## src/rtl/clint_pkg.sv

```systemverilog
// rtl/clint_pkg.sv - shared register map, response codes and helpers for the CLINT
package clint_pkg;

  localparam logic [15:0] MSIP_OFF     = 16'h0000;
  localparam logic [15:0] MTIMECMP_OFF = 16'h4000;
  localparam logic [15:0] MTIME_OFF    = 16'hBFF8;

  localparam logic [1:0] RESP_OKAY   = 2'b00;
  localparam logic [1:0] RESP_SLVERR = 2'b10;

  localparam logic [63:0] MTIMECMP_RST = 64'hFFFF_FFFF_FFFF_FFFF;

  typedef enum logic [1:0] {REG_NONE, REG_MSIP, REG_MTIMECMP, REG_MTIME} clint_reg_e;
  typedef enum logic [1:0] {WR_IDLE, WR_AW, WR_W, WR_RESP} wr_state_e;
  typedef enum logic {RD_IDLE, RD_RESP} rd_state_e;

  function automatic logic [63:0] strb_merge(input logic [63:0] old_val,
                                             input logic [63:0] new_val,
                                             input logic [7:0]  strb);
    logic [63:0] res;
    for (int i = 0; i < 8; i++) begin
      res[i*8 +: 8] = strb[i] ? new_val[i*8 +: 8] : old_val[i*8 +: 8];
    end
    return res;
  endfunction

endpackage

```

## src/rtl/clint_timer.sv

```systemverilog
// rtl/clint_timer.sv - prescaled mtime counter, mtimecmp register and timer interrupt
module clint_timer #(
  parameter int unsigned TICK_DIV = 1
) (
  input  logic        clk,
  input  logic        reset,
  input  logic        mtime_we,
  input  logic        mtimecmp_we,
  input  logic [63:0] wdata,
  input  logic [7:0]  wstrb,
  output logic [63:0] mtime,
  output logic [63:0] mtimecmp,
  output logic        timer_intr
);
  import clint_pkg::*;

  localparam int unsigned PS_W = (TICK_DIV > 1) ? $clog2(TICK_DIV) : 1;
  localparam logic [PS_W-1:0] PS_MAX = PS_W'(TICK_DIV - 1);

  logic [PS_W-1:0] prescaler;
  logic            tick;

  assign tick = (prescaler == PS_MAX);

  always_ff @(posedge clk) begin
    if (reset) begin
      prescaler  <= '0;
      mtime      <= '0;
      mtimecmp   <= MTIMECMP_RST;
      timer_intr <= 1'b0;
    end else begin
      prescaler <= tick ? '0 : prescaler + PS_W'(1);
      // A bus write wins over the tick; unstrobed bytes keep the pre-tick value
      if (mtime_we) begin
        mtime <= strb_merge(mtime, wdata, wstrb);
      end else if (tick) begin
        mtime <= mtime + 64'd1;
      end
      if (mtimecmp_we) begin
        mtimecmp <= strb_merge(mtimecmp, wdata, wstrb);
      end
      timer_intr <= (mtime >= mtimecmp);
    end
  end

endmodule

```

## src/rtl/axi_clint.sv

```systemverilog
// rtl/axi_clint.sv - single-beat AXI4 slave CLINT: msip, mtimecmp, mtime
module axi_clint #(
  parameter logic [31:0] BASE_MASK    = 32'h0000_FFFF,
  parameter int unsigned TICK_DIV     = 1,
  parameter logic [15:0] MSIP_OFF     = clint_pkg::MSIP_OFF,
  parameter logic [15:0] MTIMECMP_OFF = clint_pkg::MTIMECMP_OFF,
  parameter logic [15:0] MTIME_OFF    = clint_pkg::MTIME_OFF
) (
  input  logic        clk,
  input  logic        reset,
  input  logic        s_awvalid,
  output logic        s_awready,
  input  logic [31:0] s_awaddr,
  input  logic        s_wvalid,
  output logic        s_wready,
  input  logic [63:0] s_wdata,
  input  logic [7:0]  s_wstrb,
  input  logic        s_wlast,
  output logic        s_bvalid,
  input  logic        s_bready,
  output logic [1:0]  s_bresp,
  input  logic        s_arvalid,
  output logic        s_arready,
  input  logic [31:0] s_araddr,
  output logic        s_rvalid,
  input  logic        s_rready,
  output logic [63:0] s_rdata,
  output logic [1:0]  s_rresp,
  output logic        s_rlast,
  output logic        timer_intr,
  output logic        sftwr_intr,
  output logic [63:0] mtime
);
  import clint_pkg::*;

  function automatic clint_reg_e decode(input logic [31:0] addr);
    logic [31:0] a;
    a = addr & BASE_MASK & ~32'h7;
    if (a == {16'h0, MSIP_OFF})     return REG_MSIP;
    if (a == {16'h0, MTIMECMP_OFF}) return REG_MTIMECMP;
    if (a == {16'h0, MTIME_OFF})    return REG_MTIME;
    return REG_NONE;
  endfunction

  wr_state_e   wr_state, wr_next;
  rd_state_e   rd_state, rd_next;
  logic        aw_held, w_held, aw_hs, w_hs, ar_hs, wr_commit;
  logic [31:0] awaddr_q, wr_addr;
  logic [63:0] wdata_q, wr_data, rd_data, mtimecmp;
  logic [7:0]  wstrb_q, wr_strb;
  clint_reg_e  wr_reg, rd_reg;
  logic        msip;
  logic        unused_wlast;

  assign unused_wlast = s_wlast;

  assign aw_held   = (wr_state == WR_AW);
  assign w_held    = (wr_state == WR_W);
  assign s_bvalid  = (wr_state == WR_RESP);
  assign s_awready = !aw_held && !s_bvalid;
  assign s_wready  = !w_held && !s_bvalid;
  assign aw_hs     = s_awvalid && s_awready;
  assign w_hs      = s_wvalid && s_wready;
  assign wr_commit = (aw_held || aw_hs) && (w_held || w_hs);
  assign wr_addr   = aw_held ? awaddr_q : s_awaddr;
  assign wr_data   = w_held ? wdata_q : s_wdata;
  assign wr_strb   = w_held ? wstrb_q : s_wstrb;
  assign wr_reg    = decode(wr_addr);

  always_ff @(posedge clk) begin
    if (reset) wr_state <= WR_IDLE;
    else       wr_state <= wr_next;
  end

  always_comb begin
    wr_next = wr_state;
    case (wr_state)
      WR_IDLE: begin
        if (wr_commit)  wr_next = WR_RESP;
        else if (aw_hs) wr_next = WR_AW;
        else if (w_hs)  wr_next = WR_W;
      end
      WR_AW, WR_W: if (wr_commit) wr_next = WR_RESP;
      WR_RESP:     if (s_bready)  wr_next = WR_IDLE;
      default:     wr_next = WR_IDLE;
    endcase
  end

  always_ff @(posedge clk) begin
    if (reset) begin
      awaddr_q <= '0;
      wdata_q  <= '0;
      wstrb_q  <= '0;
      s_bresp  <= RESP_OKAY;
      msip     <= 1'b0;
    end else begin
      if (aw_hs) awaddr_q <= s_awaddr;
      if (w_hs) begin
        wdata_q <= s_wdata;
        wstrb_q <= s_wstrb;
      end
      if (wr_commit) s_bresp <= (wr_reg == REG_NONE) ? RESP_SLVERR : RESP_OKAY;
      if (wr_commit && wr_reg == REG_MSIP && wr_strb[0]) msip <= wr_data[0];
    end
  end

  assign sftwr_intr = msip;

  clint_timer #(.TICK_DIV(TICK_DIV)) u_timer (
    .clk        (clk),
    .reset      (reset),
    .mtime_we   (wr_commit && wr_reg == REG_MTIME),
    .mtimecmp_we(wr_commit && wr_reg == REG_MTIMECMP),
    .wdata      (wr_data),
    .wstrb      (wr_strb),
    .mtime      (mtime),
    .mtimecmp   (mtimecmp),
    .timer_intr (timer_intr)
  );

  assign s_rvalid  = (rd_state == RD_RESP);
  assign s_rlast   = s_rvalid;
  assign s_arready = !s_rvalid;
  assign ar_hs     = s_arvalid && s_arready;
  assign rd_reg    = decode(s_araddr);

  always_ff @(posedge clk) begin
    if (reset) rd_state <= RD_IDLE;
    else       rd_state <= rd_next;
  end

  always_comb begin
    rd_next = rd_state;
    case (rd_state)
      RD_IDLE: if (ar_hs)    rd_next = RD_RESP;
      RD_RESP: if (s_rready) rd_next = RD_IDLE;
      default: rd_next = RD_IDLE;
    endcase
  end

  // Sampled from pre-edge register values so a same-edge write is not visible
  always_comb begin
    rd_data = '0;
    case (rd_reg)
      REG_MSIP:     rd_data = {63'd0, msip};
      REG_MTIMECMP: rd_data = mtimecmp;
      REG_MTIME:    rd_data = mtime;
      default:      rd_data = '0;
    endcase
  end

  always_ff @(posedge clk) begin
    if (reset) begin
      s_rdata <= '0;
      s_rresp <= RESP_OKAY;
    end else if (ar_hs) begin
      s_rdata <= rd_data;
      s_rresp <= (rd_reg == REG_NONE) ? RESP_SLVERR : RESP_OKAY;
    end
  end

endmodule

```

## config.mk

```make
export PLATFORM = sky130hd
export DESIGN_NAME = axi_clint
export DESIGN_NICKNAME = d
export VERILOG_FILES = /design/src/rtl/clint_pkg.sv /design/src/rtl/clint_timer.sv /design/src/rtl/axi_clint.sv
export SDC_FILE = /design/constraint.sdc
export NUM_CORES = 1
export LEC_CHECK = 0
export CAP_MARGIN = 15
export CORE_AREA = 2 2 156 158
export DETAILED_ROUTE_END_ITERATION = 12
export DIE_AREA = 0 0 158 160
export DONT_BUFFER_PORTS = 1
export PLACE_DENSITY = 0.84
export SYNTH_ARGS = -nofsm -noshare
export SYNTH_HDL_FRONTEND = slang
export SYNTH_SLANG_ARGS = --single-unit
```

## constraint.sdc

```tcl
create_clock -name clk -period 3.5 [get_ports clk]
set_input_delay 0.525 -clock clk [delete_from_list [all_inputs] [get_ports clk]]
set_output_delay 0.525 -clock clk [all_outputs]
set_load 0.005 [all_outputs]
```

After elaboration in Yosys (flattened, before gate mapping)

Cells that the tools add are included.

Register bits after elaboration: 290
Output and inout port bits: 140

Add/subtract/negate cells: 2
Magnitude comparators: 1
Eq/ne operators: 25
Multiplexer cells: 49
Bitwise operators: 2
Reductions and logical operators: 40

Operator list:

| kind                  | count |
|---|---|
| $mux 64               | 3 |
| $pmux 64 s3           | 1 |
| $mux 8                | 9 |
| $add 64x1->64 const B | 1 |
| $ge 64x64->1          | 1 |
| $logic_not 32->1      | 2 |
| $mux 2                | 19 |
| $reduce_and 2->1      | 16 |
| $eq 13x12->1 const B  | 2 |
| $eq 13x13->1 const B  | 2 |
| $ne 2x2->1 const B    | 9 |
| $mux 16               | 1 |
| $mux 1                | 14 |
| $eq 2x2->1 const B    | 6 |
| $logic_and 1x1->1     | 10 |
| $eq 2x1->1 const B    | 3 |
| $logic_not 2->1       | 3 |
| $pmux 2 s3            | 1 |
| $logic_not 1->1       | 4 |
| $ne 2x1->1 const B    | 2 |
| $ne 4x4->1 const B    | 1 |
| $reduce_or 2->1       | 2 |
| $reduce_and 3->1      | 1 |
| $logic_or 1x1->1      | 2 |
| other kinds (3)       | 4 |

Logic depth before layout (Yosys ltp)

Depth in word-level cells: 14
Gate-level depth with buffers: 12
Depth with buffers taken out: 9

Cells and area by module

From an unflattened synthesis, not the netlist that was laid out.

Cells, all modules: 1,856
Area, all modules: 14,983.1 sq um

Modules (own cells, without submodules):

| module      | instances | cells an instance | area an instance (sq um) | seq. area each (sq um) |
|---|---|---|---|---|
| clint_timer | 1         | 1,060             | 8,006.4                  | 2,602.5 |
| axi_clint   | 1         | 796               | 6,976.7                  | 3,103.0 |

Worst setup path before layout

Ideal clock, no wire load.

Path kind: reg2reg
Start point: reg u_timer.mtime[1]
End point: reg u_timer.mtime[52]
Setup time: 70 ps
Arrival time: 2,934 ps
Required time: 3,430 ps
Setup slack: 496 ps
Cell stages (with the launch flop): 10
Path buffers: 1
Cells stage by stage: dfxtp_1 -> ha_1 -> nand3_2 -> or3_1 -> buf_6 -> or4_4 -> or4_4 -> nor3_2 -> mux2_1 -> a21oi_1

Longest elaborated chain between the ends: 3

RTL lines:

| element                  | RTL line          | text |
|---|---|---|
| start: declaration       | clint_timer.sv:11 | `output logic [63:0] mtime,` |
| start signal: assignment | clint_timer.sv:35 | `mtime <= strb_merge(mtime, wdata, wstrb);` |
| start signal: assignment | clint_timer.sv:37 | `mtime <= mtime + 64'd1;` |
| $add 64x1->64            | clint_timer.sv:37 |  |
| $mux 64                  | clint_timer.sv:36 | `end else if (tick) begin` |
| $mux 64                  | clint_timer.sv:34 | `if (mtime_we) begin` |

No other way between the ends. The select of a mux whose other input is x is not followed.
A chain may end at the register's enable or synchronous reset.

Worst setup path after layout

Start point: reg u_timer.mtime[0]
End point: reg u_timer.timer_intr

Longest elaborated chain between the ends: 1

RTL lines:

| element                | RTL line          | text |
|---|---|---|
| $ge 64x64->1           | clint_timer.sv:42 | `timer_intr <= (mtime >= mtimecmp);` |
| end signal: assignment | clint_timer.sv:42 |  |
| end: declaration       | clint_timer.sv:13 | `output logic timer_intr` |

No other way between the ends.

==> results.cfg <==
[routing]
ant_nets = 0
wirelength_um = 43800
drt_pass1_iterations = 6
drtIter0Drc = 1274
drc = 0
avgViaCountPerCell = 6.59
via_count = 14337
wire_per_inst_um = 20.2

[place]
post-place-ws_ps = 286
port_buffers = 0
hpwl_um = 29400
place.gp.congestion = 0.956
placedCellCount = 2125
place_area_um2 = 15200

[clocking]
clockBufferDepth = 3
postCtsSetupBuffers = 0
cts.repair.resized = 0
cts_made_buffers = 30
cts.clk_slew.worst_paths_ps = 60
ctsHoldBuffers = 0
cts_tree = built
insertion_delay_ps = 560
clockRootBuffer = clkbuf_16
htreeDepth = 1
cts.sinks = 285

[sta]
clock.fmax_mhz = 303
fin_hold_ws_ps = 41.0
fin_crit_sh = 0.942
tightest_slew_ps = 1000
fin_ws_ps = 203
hold_violations = 0
setup_violations = 0
fin_crit_ps = 3300
rsz0062_at_grt = no
fin_setup_tns_ps = 0
fin_worst_skew_ps = 10.1
slew_headroom = 0.331
final-max-slew-violation-count = 0

[power_and_ir_drop]
p_leak_nw = 6.87
power_density_nw_per_um2 = 512
seq_power_share = 0.437
combinationalPowerShare = 0.179
p_clk_frac = 0.383
ir_drop_mv = 0.418
p_sw_w = 0.00240
switching_share = 0.290
internal-power_w = 0.00587

[final_layout]
insertedDiodeCount = 0
layout.cells.non_filler = 2175
nets = 2047
fillers = 1948
drive_above_1_share = 0.0665
area_growth_pct = 7.90
finish.instance_area_um2 = 16100

[logic_synthesis]
synth_edf_count = 0
syn_avg_cell_area_um2 = 7.88
synthFlopType = dfxtp_1
yosysWarnings = 0
synthTopCellsByArea = dfxtp_1 38%, nand2_1 7.7%, ha_1 5.9%, a21oi_1 5.8%, mux2i_1 4.8%
yosysTopAreaCell = dfxtp_1
syn_area_um2 = 15000
yosysTopAreaCellShare = 0.381
synthArstFlopShare = 0
synth_cells = 1897
ys_types = 65
yosysSeqAreaShare = 0.381
synth_seq_cells = 285

[grt]
grt_pass1_vias = 13810
grtUsageTotal = 0.334
grt_max_degree = 256
antenna_found_initial = 0
overflow = 0
grt_pass1_wl_um = 69500

[status]
outcome = finished, final reports clean

[hold_path]
hold_start = reset
hold_path.class = input pin to register

[floorplan]
initial_core_util = 0.628
fp.coreArea_um2 = 23800
die_h_um = 160
ioPinCount = 284
rows = 57
dieArea_um2 = 25300
die_w_um = 158

[setup_path]
crit_type = register to register
cp-start-kind = register
startpoint = u_timer.mtime[0]
worstPathRequired_ps = 3940
r2r_start = u_timer.mtime[0]
crit_fanout = 6
worstPathArrival_ps = 3740
crit_path_end_kind = register

[run]
maxCapViolations = 0
final timing paths:
check / end / depth (start not counted) / slack (ps)
worst min register to register: wdata_q[51] / 2 / 450
worst max register to register: u_timer.timer_intr / 9 / 200
worst min-delay path: wdata_q[51] / 1 / 40
worst max-delay path: u_timer.timer_intr / 9 / 200
per-layer routing:
metal  global-route usage  routed length, um  vias to the layer above
met5                    0                  0                        -
met4                0.158               1880                        0
met3               0.0692               3880                      144
met2                0.565              21000                      698
met1                0.404              17100                     6813
li1                     -                  -                     6682
flip-flops by register name (all words and copies together), names as in the netlist:
| name | cells |
|---|---|
| u_timer.timer_intr | 1 |
| s_rlast | 1 |
| u_timer.mtimecmp | 64 |
| s_bresp | 1 |
| wstrb_q | 8 |
| awaddr_q | 13 |
| wdata_q | 64 |
| sftwr_intr | 1 |
| wr_state | 2 |
| u_timer.prescaler | 1 |
| s_rresp | 1 |
| u_timer.mtime | 64 |
| s_rdata | 64 |
Yosys cell counts, drive strengths merged, types with 5 or more instances:
cell type,count
a22oi,11
or4,5
nand3,41
nor2,172
nand4,35
a211o,35
and2,7
dfxtp,285
nand3b,5
clkbuf,108
buf,25
nand2,308
a211oi,18
mux2,16
ha,70
o211ai,30
and4,9
a221oi,65
o21ai,78
a21o,18
a21oi,174
o31ai,8
nor4,25
a31oi,12
nor2b,13
mux2i,71
or2,8
inv,81
and3,19
nor3,94
metrics by stage:
step,power (W),util
floorplan,0.00477,-
global placement,0.00509,0.637
detailed placement,0.00514,0.637
CTS,0.00827,0.677
global route,0.00856,0.677
finish,0.00827,0.677
cells in the final DEF (no fill, tap or decap), types with 5 or more instances in the layout:
cell       count
nand3_1       40
buf_4         31
mux2_2        15
and2_1         5
nor2_1       171
a21o_1        18
a211o_1       35
and3_1        19
dfxtp_1      285
o31ai_1        8
or2_2          8
ha_1          69
a221oi_1      65
clkbuf_8       6
inv_1         81
nor2b_1       12
clkbuf_1       7
nor4_1        23
clkbuf_16     31
a31oi_1       12
o211ai_1      30
and4_1         9
a21oi_1      174
mux2i_1       71
a22oi_1       11
nor3_1        93
nand4_1       35
nand3b_1       5
o21ai_0       77
nand2_1      306
a211oi_1      18
power groups by stage:
stage | registers [W] | clock network [W] | logic (W)
detailed placement | 0.00368 | 0 | 0.00146
global route | 0.00364 | 0.00330 | 0.00162
floorplan | 0.00364 | 0 | 0.00113
CTS | 0.00361 | 0.00319 | 0.00147
global placement | 0.00367 | 0 | 0.00142
finish | 0.00361 | 0.00317 | 0.00148
logic make-up (layout without fill, tap and decap cells):
logic type	Yosys count	after routing	share of synthesized area
compound gates	486	486	0.213
fa+ha+maj	70	70	0.0586
buf+inv	214	166	0.0588
mux	87	87	0.0596
other cells	1	3	0.000251
simple gates	754	754	0.229
flops	285	285	0.381
worst max-delay path, cell delays in order, from the launching register on:
cell and delay [ps]:
dfxtp_1 510, inv_1 130, ha_1 300, nand2b_1 130, a2111oi_0 550, nor4_1 150, or4_1 580, a21oi_1 270
o31ai_1 200, a221o_1 360
area by class of cell:
type                       instances  area [um^2]  share of cell area
tap                              324          405              0.0251
clock buffer                      44          885              0.0548
multi-input combinational       1400         8440               0.523
sequential                       285         5710               0.354
clock inverter                     6         80.1             0.00496
timing repair buffer              35          313              0.0194
inverter                          81          304              0.0188
Note: power is estimated with default switching activity, not from simulation.
